<file path="config.mk">
export PLATFORM = sky130hd
export DESIGN_NAME = mc_ctrl_fsm_flat
export DESIGN_NICKNAME = d
export VERILOG_FILES = /design/src/rtl/mc_ctrl_fsm_pkg.sv /design/src/rtl/mc_ctrl_fsm_if.sv /design/src/rtl/mc_ctrl_fsm_decode.sv /design/src/rtl/mc_ctrl_fsm.sv /design/src/flat_wrapper.sv
export SDC_FILE = /design/constraint.sdc
export NUM_CORES = 1
export LEC_CHECK = 0
export CORE_UTILIZATION = 51
export DETAILED_ROUTE_END_ITERATION = 7
export PLACE_DENSITY_LB_ADDON = 0.1
export SYNTH_ARGS = -nofsm -noshare
export SYNTH_HDL_FRONTEND = slang
export SYNTH_SLANG_ARGS = --single-unit
</file>
<file path="constraint.sdc">
create_clock -name clk -period 3.8 [get_ports clk]
set_clock_uncertainty 0.2 [all_clocks]
set_input_delay 0.57 -clock clk [delete_from_list [all_inputs] [get_ports clk]]
set_output_delay 0.57 -clock clk [all_outputs]
set_load 0.03 [all_outputs]
</file>
<file path="src/rtl/mc_ctrl_fsm_pkg.sv">
// ---------------------------------------------------------------------------
// ctrl_encode_def
// Shared encodings for the multicycle MIPS control sequencer: control-field
// constants (extender mode, ALU op, ALU B source, PC source), the opcode and
// funct values the controller understands, the sequencer state enumeration,
// the packed control word, and the DECODE dispatch function used by both the
// next-state logic and the illegal-instruction detection.
// ---------------------------------------------------------------------------
package ctrl_encode_def;

   // Immediate extender modes
   localparam logic [1:0] EXTOP_ZERO   = 2'b00;
   localparam logic [1:0] EXTOP_SIGNED = 2'b01;
   localparam logic [1:0] EXTOP_INST   = 2'b10;

   // ALU operation selects
   localparam logic [1:0] ALUOP_ADD    = 2'b00;
   localparam logic [1:0] ALUOP_SUB    = 2'b01;
   localparam logic [1:0] ALUOP_FUNCT  = 2'b10;
   localparam logic [1:0] ALUOP_OR     = 2'b11;

   // ALU B operand sources
   localparam logic [1:0] ALUSRCB_REG   = 2'b00;
   localparam logic [1:0] ALUSRCB_FOUR  = 2'b01;
   localparam logic [1:0] ALUSRCB_IMM   = 2'b10;
   localparam logic [1:0] ALUSRCB_IMMSH = 2'b11;

   // PC update sources
   localparam logic [1:0] PCSRC_ALU    = 2'b00;
   localparam logic [1:0] PCSRC_ALUOUT = 2'b01;
   localparam logic [1:0] PCSRC_JUMP   = 2'b10;

   // Supported opcodes
   localparam logic [5:0] OP_RTYPE = 6'b000000;
   localparam logic [5:0] OP_LW    = 6'b100011;
   localparam logic [5:0] OP_SW    = 6'b101011;
   localparam logic [5:0] OP_ADDIU = 6'b001001;
   localparam logic [5:0] OP_ORI   = 6'b001101;
   localparam logic [5:0] OP_ANDI  = 6'b001100;
   localparam logic [5:0] OP_BEQ   = 6'b000100;
   localparam logic [5:0] OP_J     = 6'b000010;

   // Supported R-type functs
   localparam logic [5:0] FN_ADDU = 6'b100001;
   localparam logic [5:0] FN_SUBU = 6'b100011;
   localparam logic [5:0] FN_AND  = 6'b100100;
   localparam logic [5:0] FN_OR   = 6'b100101;
   localparam logic [5:0] FN_SLT  = 6'b101010;

   typedef enum logic [3:0] {
      ST_FETCH, ST_DECODE, ST_MEM_ADDR, ST_MEM_RD, ST_MEM_WB, ST_MEM_WR,
      ST_R_EXE, ST_R_WB, ST_I_EXE, ST_I_WB, ST_BRANCH, ST_JUMP
   } state_t;

   typedef struct packed {
      logic       memReq;
      logic       memWe;
      logic       iord;
      logic       irWrite;
      logic       mdrWrite;
      logic       pcWrite;
      logic [1:0] pcSrc;
      logic       aluSrcA;
      logic [1:0] aluSrcB;
      logic [1:0] aluOp;
      logic [1:0] extOp;
      logic       regDst;
      logic       memToReg;
      logic       regWrite;
      logic       illegal;
   } ctrl_word_t;

   // Where DECODE dispatches to; ST_FETCH means the instruction is unsupported
   function automatic state_t decodeTarget(input logic [5:0] opcode, input logic [5:0] funct);
      state_t target;
      target = ST_FETCH;
      case (opcode)
         OP_RTYPE: begin
            if (funct == FN_ADDU || funct == FN_SUBU || funct == FN_AND ||
                funct == FN_OR   || funct == FN_SLT)
               target = ST_R_EXE;
         end
         OP_LW, OP_SW:             target = ST_MEM_ADDR;
         OP_ADDIU, OP_ORI, OP_ANDI: target = ST_I_EXE;
         OP_BEQ:                   target = ST_BRANCH;
         OP_J:                     target = ST_JUMP;
         default:                  target = ST_FETCH;
      endcase
      return target;
   endfunction

endpackage

</file>
<file path="src/rtl/mc_ctrl_fsm_if.sv">
// ---------------------------------------------------------------------------
// mc_ctrl_fsm_if
// Bundle between the control sequencer and the datapath/memory.
//   Datapath -> controller: opcode, funct, zero, mem_ready
//   Controller -> datapath: memory handshake (mem_req, mem_we, iord),
//     register enables (ir_write, mdr_write, pc_write, reg_write), muxing
//     selects (pc_src, alu_src_a, alu_src_b, alu_op, ext_op, reg_dst,
//     mem_to_reg) and the error pulses (illegal, bus_err).
// master = the controller, slave = the datapath side.
// ---------------------------------------------------------------------------
interface mc_ctrl_fsm_if;
   logic [5:0] opcode;
   logic [5:0] funct;
   logic       zero;
   logic       mem_ready;
   logic       mem_req;
   logic       mem_we;
   logic       iord;
   logic       ir_write;
   logic       mdr_write;
   logic       pc_write;
   logic [1:0] pc_src;
   logic       alu_src_a;
   logic [1:0] alu_src_b;
   logic [1:0] alu_op;
   logic [1:0] ext_op;
   logic       reg_dst;
   logic       mem_to_reg;
   logic       reg_write;
   logic       illegal;
   logic       bus_err;

   modport master (
      input  opcode, funct, zero, mem_ready,
      output mem_req, mem_we, iord, ir_write, mdr_write, pc_write, pc_src,
             alu_src_a, alu_src_b, alu_op, ext_op, reg_dst, mem_to_reg,
             reg_write, illegal, bus_err
   );

   modport slave (
      output opcode, funct, zero, mem_ready,
      input  mem_req, mem_we, iord, ir_write, mdr_write, pc_write, pc_src,
             alu_src_a, alu_src_b, alu_op, ext_op, reg_dst, mem_to_reg,
             reg_write, illegal, bus_err
   );
endinterface

</file>
<file path="src/rtl/mc_ctrl_fsm_decode.sv">
// ---------------------------------------------------------------------------
// mc_ctrl_decode
// Pure combinational decoder from sequencer state (plus opcode/funct and the
// two same-cycle qualifiers zero and mem_ready) to the datapath control word.
//   state_i     current sequencer state
//   en_i        high when out of reset; low forces an all-zero control word
//   opcode_i    IR[31:26]
//   funct_i     IR[5:0]
//   zero_i      ALU zero flag (used in BRANCH)
//   memReady_i  memory completion (qualifies the FETCH/MEM_RD writes)
//   ctrl_o      control word
// ---------------------------------------------------------------------------
module mc_ctrl_decode
   import ctrl_encode_def::*;
(
   input  state_t     state_i,
   input  logic       en_i,
   input  logic [5:0] opcode_i,
   input  logic [5:0] funct_i,
   input  logic       zero_i,
   input  logic       memReady_i,
   output ctrl_word_t ctrl_o
);

   // Everything defaults to 0 (ext_op = ZERO); each state raises only what it
   // needs. The I-type extender mode is shared by I_EXE and I_WB so the
   // immediate stays stable through the writeback cycle.
   always_comb begin
      logic [1:0] iExt;
      ctrl_o = '0;
      iExt   = (opcode_i == OP_ADDIU) ? EXTOP_SIGNED : EXTOP_ZERO;
      if (en_i) begin
         case (state_i)
            ST_FETCH: begin
               ctrl_o.memReq  = 1'b1;
               ctrl_o.aluSrcB = ALUSRCB_FOUR;
               ctrl_o.aluOp   = ALUOP_ADD;
               ctrl_o.irWrite = memReady_i;
               ctrl_o.pcWrite = memReady_i;
               ctrl_o.pcSrc   = PCSRC_ALU;
            end
            ST_DECODE: begin
               ctrl_o.aluSrcB = ALUSRCB_IMMSH;
               ctrl_o.aluOp   = ALUOP_ADD;
               ctrl_o.extOp   = EXTOP_SIGNED;
               ctrl_o.illegal = (decodeTarget(opcode_i, funct_i) == ST_FETCH);
            end
            ST_MEM_ADDR: begin
               ctrl_o.aluSrcA = 1'b1;
               ctrl_o.aluSrcB = ALUSRCB_IMM;
               ctrl_o.extOp   = EXTOP_SIGNED;
               ctrl_o.aluOp   = ALUOP_ADD;
            end
            ST_MEM_RD: begin
               ctrl_o.memReq   = 1'b1;
               ctrl_o.iord     = 1'b1;
               ctrl_o.mdrWrite = memReady_i;
            end
            ST_MEM_WB: begin
               ctrl_o.regWrite = 1'b1;
               ctrl_o.memToReg = 1'b1;
            end
            ST_MEM_WR: begin
               ctrl_o.memReq = 1'b1;
               ctrl_o.memWe  = 1'b1;
               ctrl_o.iord   = 1'b1;
            end
            ST_R_EXE: begin
               ctrl_o.aluSrcA = 1'b1;
               ctrl_o.aluSrcB = ALUSRCB_REG;
               ctrl_o.aluOp   = ALUOP_FUNCT;
            end
            ST_R_WB: begin
               ctrl_o.regWrite = 1'b1;
               ctrl_o.regDst   = 1'b1;
            end
            ST_I_EXE: begin
               ctrl_o.aluSrcA = 1'b1;
               ctrl_o.aluSrcB = ALUSRCB_IMM;
               ctrl_o.extOp   = iExt;
               case (opcode_i)
                  OP_ORI:  ctrl_o.aluOp = ALUOP_OR;
                  OP_ANDI: ctrl_o.aluOp = ALUOP_FUNCT;
                  default: ctrl_o.aluOp = ALUOP_ADD;
               endcase
            end
            ST_I_WB: begin
               ctrl_o.regWrite = 1'b1;
               ctrl_o.extOp    = iExt;
            end
            ST_BRANCH: begin
               ctrl_o.aluSrcA = 1'b1;
               ctrl_o.aluSrcB = ALUSRCB_REG;
               ctrl_o.aluOp   = ALUOP_SUB;
               ctrl_o.pcSrc   = PCSRC_ALUOUT;
               ctrl_o.pcWrite = zero_i;
            end
            ST_JUMP: begin
               ctrl_o.extOp   = EXTOP_INST;
               ctrl_o.pcSrc   = PCSRC_JUMP;
               ctrl_o.pcWrite = 1'b1;
            end
            default: ctrl_o = '0;
         endcase
      end
   end

endmodule

</file>
<file path="src/rtl/mc_ctrl_fsm.sv">
// ---------------------------------------------------------------------------
// mc_ctrl_fsm
// Multicycle control sequencer for the MIPS datapath. Steps each instruction
// through fetch/decode/execute/memory/writeback, owns the memory
// request/ready handshake and flags a bus error when memory does not answer
// within TIMEOUT cycles.
//   clk     system clock, rising edge
//   rst     synchronous reset, active-low
//   bus_io  controller side of mc_ctrl_fsm_if (see interface header)
// ---------------------------------------------------------------------------
module mc_ctrl_fsm
   import ctrl_encode_def::*;
#(
   parameter int TIMEOUT = 16,
   parameter int CNT_W   = 8
) (
   input  logic            clk,
   input  logic            rst,
   mc_ctrl_fsm_if.master   bus_io
);

   state_t           state_q, state_d;
   logic [CNT_W-1:0] waitCnt_q, waitCnt_d;
   ctrl_word_t       ctrl;
   logic             waiting;
   logic             timeout;

   // Outputs are forced to zero while rst is low so no strobe escapes during
   // the reset cycle, whatever state the register held before it.
   mc_ctrl_decode uDecode (
      .state_i    (state_q),
      .en_i       (rst),
      .opcode_i   (bus_io.opcode),
      .funct_i    (bus_io.funct),
      .zero_i     (bus_io.zero),
      .memReady_i (bus_io.mem_ready),
      .ctrl_o     (ctrl)
   );

   assign waiting = ctrl.memReq & ~bus_io.mem_ready;
   assign timeout = waiting & (waitCnt_q == CNT_W'(TIMEOUT - 1));

   // Next-state: memory states hold until ready, or abandon to FETCH on timeout
   always_comb begin
      state_d = state_q;
      case (state_q)
         ST_FETCH: begin
            if (bus_io.mem_ready) state_d = ST_DECODE;
            else if (timeout)     state_d = ST_FETCH;
         end
         ST_DECODE:   state_d = decodeTarget(bus_io.opcode, bus_io.funct);
         ST_MEM_ADDR: state_d = (bus_io.opcode == OP_SW) ? ST_MEM_WR : ST_MEM_RD;
         ST_MEM_RD: begin
            if (bus_io.mem_ready) state_d = ST_MEM_WB;
            else if (timeout)     state_d = ST_FETCH;
         end
         ST_MEM_WR: begin
            if (bus_io.mem_ready || timeout) state_d = ST_FETCH;
         end
         ST_R_EXE: state_d = ST_R_WB;
         ST_I_EXE: state_d = ST_I_WB;
         default:  state_d = ST_FETCH;
      endcase
   end

   // Wait counter restarts on any state change and after a timeout (a FETCH
   // timeout stays in FETCH, so it would not otherwise be cleared).
   always_comb begin
      waitCnt_d = waitCnt_q;
      if (state_d != state_q || timeout)
         waitCnt_d = '0;
      else if (waiting)
         waitCnt_d = waitCnt_q + CNT_W'(1);
   end

   // State register and wait counter, synchronous active-low reset
   always_ff @(posedge clk) begin
      if (!rst) begin
         state_q   <= ST_FETCH;
         waitCnt_q <= '0;
      end else begin
         state_q   <= state_d;
         waitCnt_q <= waitCnt_d;
      end
   end

   assign bus_io.mem_req    = ctrl.memReq;
   assign bus_io.mem_we     = ctrl.memWe;
   assign bus_io.iord       = ctrl.iord;
   assign bus_io.ir_write   = ctrl.irWrite;
   assign bus_io.mdr_write  = ctrl.mdrWrite;
   assign bus_io.pc_write   = ctrl.pcWrite;
   assign bus_io.pc_src     = ctrl.pcSrc;
   assign bus_io.alu_src_a  = ctrl.aluSrcA;
   assign bus_io.alu_src_b  = ctrl.aluSrcB;
   assign bus_io.alu_op     = ctrl.aluOp;
   assign bus_io.ext_op     = ctrl.extOp;
   assign bus_io.reg_dst    = ctrl.regDst;
   assign bus_io.mem_to_reg = ctrl.memToReg;
   assign bus_io.reg_write  = ctrl.regWrite;
   assign bus_io.illegal    = ctrl.illegal;
   assign bus_io.bus_err    = timeout;

endmodule

</file>
<file path="src/flat_wrapper.sv">
// flat-port wrapper written by rule: the top's interface ports become plain ports
module mc_ctrl_fsm_flat import ctrl_encode_def::*;
#(
   parameter int TIMEOUT = 16,
   parameter int CNT_W   = 8
)
  (clk, rst, bus_io_opcode, bus_io_funct, bus_io_zero, bus_io_mem_ready, bus_io_mem_req, bus_io_mem_we, bus_io_iord, bus_io_ir_write, bus_io_mdr_write, bus_io_pc_write, bus_io_pc_src, bus_io_alu_src_a, bus_io_alu_src_b, bus_io_alu_op, bus_io_ext_op, bus_io_reg_dst, bus_io_mem_to_reg, bus_io_reg_write, bus_io_illegal, bus_io_bus_err);
  mc_ctrl_fsm_if bus_io_i ();
  input  logic clk;
  input  logic rst;
  input wire logic [$bits(bus_io_i.opcode)-1:0] bus_io_opcode;
  input wire logic [$bits(bus_io_i.funct)-1:0] bus_io_funct;
  input wire logic [$bits(bus_io_i.zero)-1:0] bus_io_zero;
  input wire logic [$bits(bus_io_i.mem_ready)-1:0] bus_io_mem_ready;
  output wire logic [$bits(bus_io_i.mem_req)-1:0] bus_io_mem_req;
  output wire logic [$bits(bus_io_i.mem_we)-1:0] bus_io_mem_we;
  output wire logic [$bits(bus_io_i.iord)-1:0] bus_io_iord;
  output wire logic [$bits(bus_io_i.ir_write)-1:0] bus_io_ir_write;
  output wire logic [$bits(bus_io_i.mdr_write)-1:0] bus_io_mdr_write;
  output wire logic [$bits(bus_io_i.pc_write)-1:0] bus_io_pc_write;
  output wire logic [$bits(bus_io_i.pc_src)-1:0] bus_io_pc_src;
  output wire logic [$bits(bus_io_i.alu_src_a)-1:0] bus_io_alu_src_a;
  output wire logic [$bits(bus_io_i.alu_src_b)-1:0] bus_io_alu_src_b;
  output wire logic [$bits(bus_io_i.alu_op)-1:0] bus_io_alu_op;
  output wire logic [$bits(bus_io_i.ext_op)-1:0] bus_io_ext_op;
  output wire logic [$bits(bus_io_i.reg_dst)-1:0] bus_io_reg_dst;
  output wire logic [$bits(bus_io_i.mem_to_reg)-1:0] bus_io_mem_to_reg;
  output wire logic [$bits(bus_io_i.reg_write)-1:0] bus_io_reg_write;
  output wire logic [$bits(bus_io_i.illegal)-1:0] bus_io_illegal;
  output wire logic [$bits(bus_io_i.bus_err)-1:0] bus_io_bus_err;
  assign bus_io_i.opcode = bus_io_opcode;
  assign bus_io_i.funct = bus_io_funct;
  assign bus_io_i.zero = bus_io_zero;
  assign bus_io_i.mem_ready = bus_io_mem_ready;
  assign bus_io_mem_req = bus_io_i.mem_req;
  assign bus_io_mem_we = bus_io_i.mem_we;
  assign bus_io_iord = bus_io_i.iord;
  assign bus_io_ir_write = bus_io_i.ir_write;
  assign bus_io_mdr_write = bus_io_i.mdr_write;
  assign bus_io_pc_write = bus_io_i.pc_write;
  assign bus_io_pc_src = bus_io_i.pc_src;
  assign bus_io_alu_src_a = bus_io_i.alu_src_a;
  assign bus_io_alu_src_b = bus_io_i.alu_src_b;
  assign bus_io_alu_op = bus_io_i.alu_op;
  assign bus_io_ext_op = bus_io_i.ext_op;
  assign bus_io_reg_dst = bus_io_i.reg_dst;
  assign bus_io_mem_to_reg = bus_io_i.mem_to_reg;
  assign bus_io_reg_write = bus_io_i.reg_write;
  assign bus_io_illegal = bus_io_i.illegal;
  assign bus_io_bus_err = bus_io_i.bus_err;
  mc_ctrl_fsm #(.TIMEOUT(TIMEOUT), .CNT_W(CNT_W)) u_core (.clk(clk), .rst(rst), .bus_io(bus_io_i));
endmodule
</file>
==> summary.txt <==
status - finished clean
PD cells - 208 nW/um2
Crit. End Element - primary output
htree depth - 1
Static Leak - 0.566 nW
dominant synthesized flop cell - dfxtp_1
Rows - 17
global route overflow - 0
Fill cells - 187
CP required - 3.03 ns
hold wc startpoint - u_core.waitCnt_q[7]
Setup crit start - rst
Post-Route Setup TNS - 0 ns
Placement Setup Slack - 0.326 ns
DIE HEIGHT - 51.1 um
fmax - 286 MHz
largest net degree at the start of global routing - 24
1st-pass router iterations - 4
Period Utilization, post-route - 0.921
total track usage - 0.270
CP startpoint kind - input port
RSZ-0062 raised after global routing - no
wire per inst - 14.1 um
drt total wl - 3360 um
final setup vio count - 0
Setup WS post-layout - 0.300 ns
GPL Wtd Cong - 0.901
asr flop ratio synth - 0
area grow syn2layout - 34.3%
hpwl dp - 2530 um
CTS sink count - 12
HP Class - flop to flop
number of synthesized flops with an enable pin - 0
critical path peak fanout - 3
Unique masters post-synth - 50
slowest cell on the critical path - clkdlybuf4s50_1
most common cell after layout, fill and taps aside - clkdlybuf4s50_1
die width - 51.1 um
Final Slew Violations - 0
Root Buffer Master - clkbuf_4
min cycle time layout - 3.50 ns
register bit count reported by yosys - 12
Arr. time, crit path - 2.73 ns
worst-margin pin slew - 0.601 ns
max_cap viols - 0
first-pass GRT wire length - 5440 um
Hold Fails Final Rpt - 0
Seq/Total Area, Yosys - 0.196
vias per inst - 5.84
number of global-route vias before repair - 1258
postcts setup bufs - 0
core area - 2230 um2
antenna viol nets, final - 0
CTS resizes - 0
Num CTS Buffers - 3
DR iter-0 viols - 37
most used cell, CP - clkdlybuf4s50_1
routed via count - 1391
synthesized instance count - 176
syn avg cell area - 6.97 um2
Final #Nets - 228
fraction of layout cells with a size suffix above 1 - 0.105
Critical Path Max Stage Delay - 0.72 ns
YS warnings - 0
I/O pins - 36
worst relative slew slack - 0.599
CTS max path bufs - 2
die area - 2610 um2
clock latency on the worst-skew pair - 0.29 ns
most frequent cells in the layout - 35 x clkdlybuf4s50_1, 27 x nor2_1, 14 x nand2b_1
initial antenna violation count - 0
ant diodes - 0
Hold Buf Count CTS - 0
VDD IR max - 0.261 mV
syn_nets - 193
Syn Std Cell Area - 1230 um2
IO Port Bufs - 35
Initial Util - 0.550
Worst-path clk slew - 0.07 ns
crit-path cells - clkdlybuf4s50_1, or3b_1, o32a_2, nor3_2, clkdlybuf4s50_1
Worst Setup Path Type - input port to primary output
Worst R2R Start - u_core.state_q[0]
DRC viols - 0
TritonCTS clock tree - done
[final timing paths]
path	endpoint	slack, ns	cells past startpoint
worst max-delay path	bus_io_bus_err	0.30	5
worst min-delay path	u_core.waitCnt_q[7]	0.33	2
worst max register to register	u_core.waitCnt_q[1]	1.15	7
worst min register to register	u_core.waitCnt_q[7]	0.33	2
[sequential cells by signal (all words and copies together) (netlist names)]
register	flops
u_core.state_q	4
u_core.waitCnt_q	8
[cells in the mapped netlist, drive strengths merged, types with 4 or more instances]
master | n | area [um2]
dfxtp | 12 | 240
nand3b | 4 | 30.0
nor3 | 15 | 90.1
nand2 | 13 | 48.8
nor2 | 27 | 101
nand3 | 4 | 20.0
o21ai | 9 | 45.0
a31oi | 4 | 25.0
clkbuf | 10 | 37.5
a21oi | 10 | 53.8
xnor2 | 5 | 43.8
nor4 | 4 | 25.0
nand2b | 14 | 87.6
[worst max-delay path: cells and delay by family]
family,cells,cell delay (ns)
AOI/OAI and AO/OA,1,0.35
and+or+nand+nor,2,0.61
buffers and inverters,2,1.20
[power by group]
part	leakage [nW]	internal, mW	total (mW)	switching, mW
clock	0.0210	0.0584	0.106	0.0477
sequential	0.0970	0.128	0.134	0.00644
combinational	0.448	0.0482	0.103	0.0546
total	0.566	0.234	0.343	0.109
[per-layer routing]
layer	track usage	wire, um	vias to the layer above
li1	-	-	706
met2	0.522	1770	39
met3	0.0179	120	4
met1	0.309	1440	642
met5	0	0	-
met4	0.0833	24	0
[final cells by class]
type,count,area [um2],area share
Tap cell,28,35.0,0.0213
Inverter,4,15.0,0.00911
Timing Repair Buffer,43,410,0.249
Clock buffer,4,36.3,0.0220
Sequential cell,12,240,0.146
Multi-Input combinational cell,147,911,0.553
[per-stage QoR]
step | power, mW | cells | instance area (um2) | util | hold WS, ns
5_1_grt | 0.355 | 238 | 1650 | 0.738 | 0.372
2_1_floorplan | 0.194 | 176 | 1230 | - | 0.279
3_3_place_gp | 0.236 | 234 | 1610 | 0.722 | 0.303
6_report | 0.343 | 238 | 1650 | 0.738 | 0.330
4_1_cts | 0.342 | 238 | 1650 | 0.738 | 0.335
3_5_place_dp | 0.239 | 234 | 1610 | 0.722 | 0.310
[kinds of logic after synthesis]
kind of cell | count (synthesis) | share of synthesized area
buffers and inverters | 17 | 0.0622
xor gates and xnor gates | 8 | 0.0571
adders and majority gates | 1 | 0.0102
and+or+nand+nor | 101 | 0.463
AOI/OAI and AO/OA | 36 | 0.203
muxes | 1 | 0.00917
DFF | 12 | 0.196
Note: power is estimated with default switching activity, not from simulation.
